File: config.mk
export PLATFORM = sky130hd
export DESIGN_NAME = binary_erode3x3
export DESIGN_NICKNAME = d
export VERILOG_FILES = /design/src/rtl/video_pkg.sv /design/src/rtl/line_buffer_1b.sv /design/src/rtl/binary_erode3x3.sv
export SDC_FILE = /design/constraint.sdc
export NUM_CORES = 1
export LEC_CHECK = 0
export ABC_AREA = 0
export CORE_UTILIZATION = 45
export CTS_BUF_LIST = sky130_fd_sc_hd__clkbuf_8 sky130_fd_sc_hd__clkbuf_16
export DETAILED_ROUTE_END_ITERATION = 16
export PLACE_DENSITY = 0.62
export SYNTH_ARGS = -nofsm -noshare
export SYNTH_HDL_FRONTEND = slang
export SYNTH_SLANG_ARGS = --single-unit
File: constraint.sdc
create_clock -name clk -period 10.85 [get_ports clk]
set_clock_uncertainty 0.2 [all_clocks]
set_input_delay 1.6275 -clock clk [delete_from_list [all_inputs] [get_ports clk]]
set_output_delay 1.6275 -clock clk [all_outputs]
set_load 0.03 [all_outputs]
File: src/rtl/video_pkg.sv
// Shared video constants, sync bundle and luma helper for the binary front end
// and the downstream bounding-box stage.
package video_pkg;

    localparam logic [23:0] COLOR_BLACK = 24'h000000;
    localparam logic [23:0] COLOR_WHITE = 24'hFFFFFF;

    localparam int LUMA_R_DEF = 77;
    localparam int LUMA_G_DEF = 150;
    localparam int LUMA_B_DEF = 29;

    // Input-to-output latency of binary_erode3x3; overlays downstream align to it.
    localparam int BIN_LAT = 4;

    typedef struct packed {
        logic hs;
        logic vs;
        logic de;
    } sync_t;

    // Q0.8 weighted sum; coefficients summing to 256 cannot overflow 16 bits.
    function automatic logic [7:0] rgb_to_luma(input logic [23:0] rgb,
                                               input logic [7:0]  kr,
                                               input logic [7:0]  kg,
                                               input logic [7:0]  kb);
        logic [15:0] sum;
        sum = 16'(kr) * 16'(rgb[23:16]) + 16'(kg) * 16'(rgb[15:8]) + 16'(kb) * 16'(rgb[7:0]);
        return sum[15:8];
    endfunction

endpackage

File: src/rtl/line_buffer_1b.sv
// 1-bit simple dual-port line memory with registered, read-before-write output.
module line_buffer_1b #(
    parameter  int DEPTH = 200,
    localparam int AW    = (DEPTH > 1) ? $clog2(DEPTH) : 1
) (
    input  logic          clk,
    input  logic          i_we,
    input  logic [AW-1:0] i_waddr,
    input  logic          i_wdata,
    input  logic [AW-1:0] i_raddr,
    output logic          o_rdata
);

    logic mem_q [DEPTH];
    logic rdata_q;

    always_ff @(posedge clk) begin
        if (i_we) mem_q[i_waddr] <= i_wdata;
        rdata_q <= mem_q[i_raddr];
    end

    assign o_rdata = rdata_q;

endmodule

File: src/rtl/binary_erode3x3.sv
// RGB -> luma threshold -> 3x3 binary erosion, with syncs delayed to match.
// Output (x,y) carries the erosion centred on input (x-1,y-1).
module binary_erode3x3
    import video_pkg::*;
#(
    parameter int IMG_W  = 200,
    parameter int IMG_H  = 164,
    parameter int LUMA_R = LUMA_R_DEF,
    parameter int LUMA_G = LUMA_G_DEF,
    parameter int LUMA_B = LUMA_B_DEF
) (
    input  logic        clk,
    input  logic        rst,
    input  logic [23:0] i_rgb,
    input  logic        i_hsync,
    input  logic        i_vsync,
    input  logic        i_de,
    input  logic [7:0]  i_thresh,
    input  logic        i_erode_en,
    output logic [23:0] o_binary,
    output logic        o_hsync,
    output logic        o_vsync,
    output logic        o_de
);

    localparam int XW = (IMG_W > 1) ? $clog2(IMG_W) : 1;
    localparam int YW = (IMG_H > 1) ? $clog2(IMG_H) : 1;
    localparam logic [XW-1:0] X_LAST = XW'(IMG_W - 1);
    localparam logic [YW-1:0] Y_LAST = YW'(IMG_H - 1);

    sync_t               sync_in;
    sync_t [BIN_LAT-1:0] sync_q;   // [0] = S1 ... [BIN_LAT-1] = output

    logic [7:0]    luma1_q, thr1_q;
    logic          en1_q;
    logic          b2_q, en2_q, full2_q;
    logic [XW-1:0] xpos2_q;
    logic [XW-1:0] col_q, col_d;
    logic [YW-1:0] row_q, row_d;
    logic          lb0_rd, lb1_rd;
    logic [2:0]    win_top_q, win_mid_q, win_bot_q;
    logic          en3_q, full3_q;
    logic          obj3;
    logic [23:0]   bin_q, bin_d;

    assign sync_in = '{hs: i_hsync, vs: i_vsync, de: i_de};

    always_ff @(posedge clk or posedge rst) begin
        if (rst) sync_q <= '0;
        else     sync_q <= {sync_q[BIN_LAT-2:0], sync_in};
    end

    always_ff @(posedge clk or posedge rst) begin
        if (rst) begin
            luma1_q <= '0;
            thr1_q  <= '0;
            en1_q   <= 1'b0;
        end else begin
            luma1_q <= rgb_to_luma(i_rgb, 8'(LUMA_R), 8'(LUMA_G), 8'(LUMA_B));
            thr1_q  <= i_thresh;
            en1_q   <= i_erode_en;
        end
    end

    // col_q/row_q are the coordinates of the pixel currently sitting in S1.
    always_comb begin
        col_d = '0;
        if (sync_q[0].de) col_d = (col_q == X_LAST) ? col_q : col_q + XW'(1);
        row_d = row_q;
        if (sync_q[0].vs)
            row_d = '0;
        else if (sync_q[1].de && !sync_q[0].de)
            row_d = (row_q == Y_LAST) ? '0 : row_q + YW'(1);
    end

    always_ff @(posedge clk or posedge rst) begin
        if (rst) begin
            col_q   <= '0;
            row_q   <= '0;
            b2_q    <= 1'b0;
            en2_q   <= 1'b0;
            xpos2_q <= '0;
            full2_q <= 1'b0;
        end else begin
            col_q   <= col_d;
            row_q   <= row_d;
            b2_q    <= (luma1_q < thr1_q);
            en2_q   <= en1_q;
            xpos2_q <= col_q;
            full2_q <= (col_q >= XW'(2)) && (row_q >= YW'(2));
        end
    end

    // Reads are issued from S1 so the previous rows line up with b2_q in S2;
    // LB1 is fed from LB0's read port, making it the row before LB0.
    line_buffer_1b #(.DEPTH(IMG_W)) u_lb0 (
        .clk     (clk),
        .i_we    (sync_q[1].de),
        .i_waddr (xpos2_q),
        .i_wdata (b2_q),
        .i_raddr (col_q),
        .o_rdata (lb0_rd)
    );

    line_buffer_1b #(.DEPTH(IMG_W)) u_lb1 (
        .clk     (clk),
        .i_we    (sync_q[1].de),
        .i_waddr (xpos2_q),
        .i_wdata (lb0_rd),
        .i_raddr (col_q),
        .o_rdata (lb1_rd)
    );

    always_ff @(posedge clk or posedge rst) begin
        if (rst) begin
            win_top_q <= '0;
            win_mid_q <= '0;
            win_bot_q <= '0;
            en3_q     <= 1'b0;
            full3_q   <= 1'b0;
        end else begin
            if (sync_q[1].de) begin
                win_top_q <= {win_top_q[1:0], lb1_rd};
                win_mid_q <= {win_mid_q[1:0], lb0_rd};
                win_bot_q <= {win_bot_q[1:0], b2_q};
            end
            en3_q   <= en2_q;
            full3_q <= full2_q;
        end
    end

    // Cells left of column 0 or above row 0 count as background via full3_q.
    always_comb begin
        obj3  = en3_q ? (full3_q && (&{win_top_q, win_mid_q, win_bot_q})) : win_bot_q[0];
        bin_d = (sync_q[2].de && obj3) ? COLOR_BLACK : COLOR_WHITE;
    end

    always_ff @(posedge clk or posedge rst) begin
        if (rst) bin_q <= COLOR_WHITE;
        else     bin_q <= bin_d;
    end

    assign o_binary = bin_q;
    assign o_hsync  = sync_q[BIN_LAT-1].hs;
    assign o_vsync  = sync_q[BIN_LAT-1].vs;
    assign o_de     = sync_q[BIN_LAT-1].de;

endmodule

==> results.yml, run 1 <==
run_status:
  outcome: "complete, no violations"
floorplan:
  die-width_um: 224
  die_h_um: 224
  core_area_mm2: 0.0481
  die_area_mm2: 0.0501
  ios: 65
  start_util_pct: 46.0
  std_cell_rows: 80
global_routing:
  grt_start_max_net_pins: 121
  grt_pass1_vias: 12441
  track_usage_pct: 18.6
  grt_pass1_wl_mm: 70.7
  antenna_found_initial: 1
  gr-total-overflow: 0
detailed_routing:
  vias_per_cell: 5.48
  dr.pass1.iters: 4
  drt_iter0_markers: 822
  drc: 0
  ant_nets: 0
  avgRoutedWirePerCell_um: 20.9
  drt-total-wl_mm: 45.2
  dr_total_vias: 11866
critical_path:
  cp-end-kind: "flop"
  arrival_ns: 7.89
  worstPathMaxFanout: 4
  critPathBufInv: 5
  r2r-start: "col_q[1]"
  cp_slowest_cell: "clkdlybuf4s50_1"
  worstPathRequired_ns: 11.08
  crit_type: "in2reg"
  r2r_end: "u_lb1.o_rdata"
  r2r_slack_ns: 6.97
  r2r_cells: 7
  startpoint: "i_rgb[13]"
  critPathTopFamily: "adder cells"
  start_kind: "input pin"
  critPathMaxStageDelay_ns: 0.59
yosys:
  syn_inst: 1445
  synthTopCellsByArea: "edfxtp_1, mux4_2, dfrtp_1"
  ys_seq_elements: 470
  synth_ff_type: "edfxtp_1"
  yosys_warnings: 0
  yosysTopAreaCell: "edfxtp_1"
  synth-edff-count: 400
  syn_area_per_cell_um2: 15.3
  yosysSeqAreaShare_pct: 62.1
  async_flop_share_pct: 14.5
  synth_cell_types: 62
  syn-num-nets: 1633
  netlist_area_mm2: 0.0221
  synth.top_cell.area_share_pct: 54.2
clock_network:
  clock_latency_ns: 0.57
  cts-root-buf: "clkbuf_16"
  cts_made_buffers: 45
  clock_path_buffers: 3
  cts_setup_buffers: 0
  cts_num_sinks: 470
  cts_resized: 0
  cts_hold_buf: 0
  cts.clk_slew.worst_paths_ns: 0.06
  cts_max_level: 2
  cts_tree: "done"
finish:
  nNetsFinal: 1662
  fill_cells: 4006
  utilization_pct: 51.1
  final_common_cell: "edfxtp_1"
  layout_common_cells: "edfxtp_1, nor2_1, inv_1, ha_1, mux4_2"
  areaGrowthSynthToFinish_pct: 11.1
  num_antenna_cells: 0
  drive_gt1_share_pct: 12.1
hold_path:
  min_path_cells: 0
  hold_class: "reg2reg"
  whs_endpoint: "en3_q"
  hold_start: "en2_q"
power_and_ir_drop:
  peakVddDrop_mv: 0.190
  p_per_area_mw_per_mm2: 217
  power.leakage_uw: 0.00854
place:
  port_buffers: 64
  pre_cts_ws_ns: 2.61
  routabilityCongestion: 0.886
  dpl.hpwl_mm: 29.0
sta:
  hold_violations: 0
  fmax_mhz: 130
  period_needed_ns: 7.66
  max_slew_margin_pct: 23.4
  worstMarginPinSlew_ns: 1.15
  maxSlewViolCount: 0
  post-route-period-util_pct: 70.6
  setup_tns_ns: 0
  final.setup.worst_slack_ns: 3.19
  rsz0062_at_grt: "false"
  setup_viol: 0
job:
  maxCapViolations: 0
[layer usage]
metal  vias up  wire, um  GRT usage (%)
met3        55      2080           2.58
met4         2       906           5.02
met5         -        17              0
met1      6119     20000           25.3
met2       278     22200           31.3
li1       5412         -              -
[cell families (layout without fill, tap and decap cells)]
group                      after synthesis  after routing  synth area share (%)
AOI/OAI and AO/OA                      129            129                  3.98
adders and majority gates              150            150                  10.3
muxes                                  114            114                  11.1
buffers and inverters                  201            266                  4.38
and+or+nand+nor                        356            356                  7.10
xor gates and xnor gates                25             25                 0.989
DFF                                    470            470                  62.1
[synthesized netlist by cell type (10+ instances only)]
library cell and instances:
mux4_2 85, nand3_1 22, nand2_1 35, fa_1 55, buf_4 30, xnor2_1 13, o21ai_0 17, nor3_1 15
mux4_1 15, ha_1 95, a21oi_1 34, nor2_1 214, dfrtp_1 67, inv_1 106, xor2_1 12, buf_2 16
nand4_1 10, nor2b_1 16, a22oi_1 28, clkbuf_1 39, edfxtp_1 400
[how the worst max path moves through the flow]
stage / to / slack [ns] / cells past startpoint
6_report: luma1_q[7] / 3.19 / 25
5_1_grt: luma1_q[7] / 2.92 / 25
4_1_cts: luma1_q[7] / 3.18 / 25
3_5_place_dp: luma1_q[7] / 2.61 / 25
3_3_place_gp: luma1_q[7] / 2.72 / 23
2_1_floorplan: luma1_q[7] / 3.54 / 22
[stage by stage]
stage | cells | power [uW] | area [um2] | hold WS [ns]
2_1_floorplan | 1445 | 3480 | 22100 | 0.131
3_3_place_gp | 2083 | 3820 | 23100 | 0.132
3_5_place_dp | 2083 | 3860 | 23100 | 0.135
4_1_cts | 2166 | 5390 | 24600 | 0.148
5_1_grt | 2166 | 5650 | 24600 | 0.150
6_report | 2166 | 5330 | 24600 | 0.146
[report_power, final]
part	leakage [uW]	internal, uW	total [uW]	switching (uW)
combinational	0.00349	651	1520	868
sequential	0.00430	2180	2280	92.6
clock	0.000750	886	1530	646
total	0.00854	3720	5330	1610
[layout make-up]
class | instances | area (um2) | share of cell area (%)
flip-flops and latches | 470 | 13800 | 56.0
multi-input cells | 774 | 7420 | 30.2
clock buffers | 52 | 1240 | 5.06
well taps | 656 | 821 | 3.34
repair buffers | 76 | 731 | 2.97
inverters | 107 | 402 | 1.63
clock inverters | 31 | 206 | 0.839
[flip-flops by register name, indices dropped and copies added (netlist names), 3 cells and up]
| signal | flops |
|---|---|
| win_top_q | 3 |
| luma1_q | 8 |
| win_mid_q | 3 |
| u_lb1.mem_q | 200 |
| thr1_q | 8 |
| xpos2_q | 8 |
| row_q | 8 |
| col_q | 8 |
| u_lb0.mem_q | 200 |
| win_bot_q | 3 |
| sync_q | 9 |
No activity file was read; power rests on OpenSTA's default activity.
==> inputs of run 2 (changes only) <==
Clock period 10.85 ns to 8 ns, I/O delays scaled along.
==> run 2 against run 1 <==
First-iteration DRC count grew 19%. Non-clock buffer count grew 1. Utilization grew 0.14 points. Global-route usage is essentially flat. Critical path depth shrank 2. Count of clock-buffer cells in the layout shrank 1. Largest power group unchanged. Sequential share of layout area shrank 0.15 points. Critical endpoint unchanged. Final cell count is essentially flat. Largest cell class unchanged. Combinational power grew 35%. Final area grew 0.27%. Register-to-register slack lost 2.8 ns.
==> results.yml, run 2 (synthesized netlist as in run 1, its figures left out) <==
critical_path:
  critPathMaxStageDelay_ns: 0.51
  cp-end-kind: "flop"
  cp_slowest_cell: "fa_1"
  worstPathMaxFanout: 4
  start_kind: "input pin"
  arrival_ns: 7.44
  worstPathRequired_ns: 8.22
  cpMostUsedCell: "fa_1"
  crit_chain: "clkdlybuf4s50_1 > ha_1 > ha_1 > inv_1 > fa_1 > fa_1 > inv_1 > ha_1 > xnor2_1 > fa_1 > fa_1 > inv_1 > fa_1 > fa_1 > inv_1 > ha_1 > o311ai_0 > a21oi_1 > a21oi_1 > a31oi_1 > a211oi_1 > xor2_1 > xnor2_1"
  crit_type: "in2reg"
finish:
  utilization_pct: 51.2
  seqCellArea_mm2: 0.0138
  fill_cells: 3968
  reg_top3: "u_lb0.mem_q: 200 flops, u_lb1.mem_q: 200 flops, sync_q: 9 flops"
  fin_area_mm2: 0.0247
  nNetsFinal: 1663
  layout_common_cells: "edfxtp_1, nor2_1, inv_1, ha_1, mux4_2"
  areaGrowthSynthToFinish_pct: 11.4
  num_antenna_cells: 0
  multi_input_comb_area_mm2: 0.00742
  drive_gt1_share_pct: 13.0
  final_common_cell: "edfxtp_1"
sta:
  fmax_mhz: 138
  setup_viol: 0
  period_needed_ns: 7.22
  maxSlewViolCount: 0
  setup_tns_ns: 0
  max_slew_margin_pct: 23.5
  final.setup.worst_slack_ns: 0.776
  hold_violations: 0
  post-route-period-util_pct: 90.3
  worstMarginPinSlew_ns: 1.14
  rsz0062_at_grt: "false"
floorplan:
  die-width_um: 224
  die_area_mm2: 0.0501
  ios: 65
  die_h_um: 224
  core_area_mm2: 0.0481
  std_cell_rows: 80
  start_util_pct: 46.0
clock_network:
  cts_max_level: 2
  cts_num_sinks: 470
  cts.clk_slew.worst_paths_ns: 0.06
  cts_setup_buffers: 0
  cts_tree: "done"
  clock_latency_ns: 0.56
  cts-root-buf: "clkbuf_16"
  cts_made_buffers: 45
  clock_path_buffers: 3
  cts_resized: 0
  cts_hold_buf: 0
global_routing:
  track_usage_pct: 18.6
  grt_pass1_wl_mm: 70.4
  antenna_found_initial: 1
  grt_pass1_vias: 12337
  gr-total-overflow: 0
  grt_start_max_net_pins: 122
power_and_ir_drop:
  p_seq_share_pct: 42.5
  combPwrFrac_pct: 28.2
  p_int_uw: 5070
  peakVddDrop_mv: 0.334
  power.leakage_uw: 0.00854
  switching_share_pct: 30.3
  p_per_area_mw_per_mm2: 295
  p_switching_uw: 2210
  finalPower_uw: 7270
  pwr-share-clk_pct: 29.2
job:
  maxCapViolations: 0
place:
  placed_area_mm2: 0.0232
  pre_cts_ws_ns: 0.181
  dpl.hpwl_mm: 29.1
  port_buffers: 64
  routabilityCongestion: 0.888
detailed_routing:
  drt_iter0_markers: 975
  ant_nets: 0
  drc: 0
  dr_total_vias: 11872
  dr.pass1.iters: 6
  drt-total-wl_mm: 45.0
  vias_per_cell: 5.48
  avgRoutedWirePerCell_um: 20.8
run_status:
  outcome: "complete, no violations"
hold_path:
  hold_class: "reg2reg"
## run 2: cell types whose count changed in the layout (fill, tap and decap cells not counted), moves of 2 or more
cell,delta
clkinvlp_4,+3
clkinv_2,+3
clkinv_4,+4
clkbuf_8,-2
inv_6,+2
clkinv_1,-4
inv_1,-8
## run 2: worst paths after layout
check	from	to	slack [ns]	depth (start not counted)
max	i_rgb[12]	luma1_q[7]	0.78	23
min	sync_q[8]	o_hsync	0.14	0
max reg2reg	col_q[0]	u_lb1.o_rdata	4.18	7
min reg2reg	sync_q[8]	o_hsync	0.14	0
max in group asynchronous	rst	o_binary[22]	5.81	3
min in group asynchronous	rst	win_bot_q[2]	0.86	2
## run 2: power by group through the flow
stage          combinational [uW]  clock (uW)  sequential [uW]
5_1_grt                      2380        2260             3110
6_report                     2050        2130             3090
4_1_cts                      2110        2170             3100
3_3_place_gp                 2030           0             3150
3_5_place_dp                 2090           0             3150
2_1_floorplan                1550           0             3170
## run 2: layout make-up
cell class,count,share of cell area [%]
flip-flops and latches,470,55.8
multi-input cells,774,30.1
clock buffers,51,5.04
well taps,656,3.33
repair buffers,77,2.99
inverters,107,1.63
clock inverters,33,1.09
## run 2: per-layer routing
metal | track usage, % | vias to the layer above | wire, um | share of wire (%)
li1 | - | 5418 | - | -
met1 | 25.2 | 6078 | 19500 | 43
met2 | 31.7 | 312 | 22400 | 50
met3 | 2.69 | 62 | 2260 | 5.0
met4 | 4.22 | 2 | 871 | 1.9
met5 | 0 | - | 17 | 0.038
## run 2: stage by stage
stage / std cells / hold slack, ns
5_1_grt: 2168 / 0.139
2_1_floorplan: 1445 / 0.131
3_3_place_gp: 2084 / 0.132
6_report: 2168 / 0.143
3_5_place_dp: 2084 / 0.136
4_1_cts: 2168 / 0.146
## run 2: worst max-delay path, delay by kind of cell
family	cells	cell delay, ns
adders and majority gates	10	4.13
AOI/OAI and AO/OA	5	0.85
buffers and inverters	5	0.71
xor gates and xnor gates	3	0.55
==> inputs of run 3 (changes only) <==
--- a/config.mk
+++ b/config.mk
@@ -10,2 +10,3 @@
 export CTS_BUF_LIST = sky130_fd_sc_hd__clkbuf_8 sky130_fd_sc_hd__clkbuf_16
+export CTS_CLUSTER_DIAMETER = 150
 export DETAILED_ROUTE_END_ITERATION = 16
--- a/constraint.sdc
+++ b/constraint.sdc
@@ -4,2 +4,2 @@
 set_output_delay 1.2 -clock clk [all_outputs]
-set_load 0.03 [all_outputs]
+set_load 0.05 [all_outputs]
==> results of run 3 <==
Same layout as run 2 (identical final DEF). Status: complete, no violations.
Among the figures that moved: total power 7270 uW -> 7310 uW
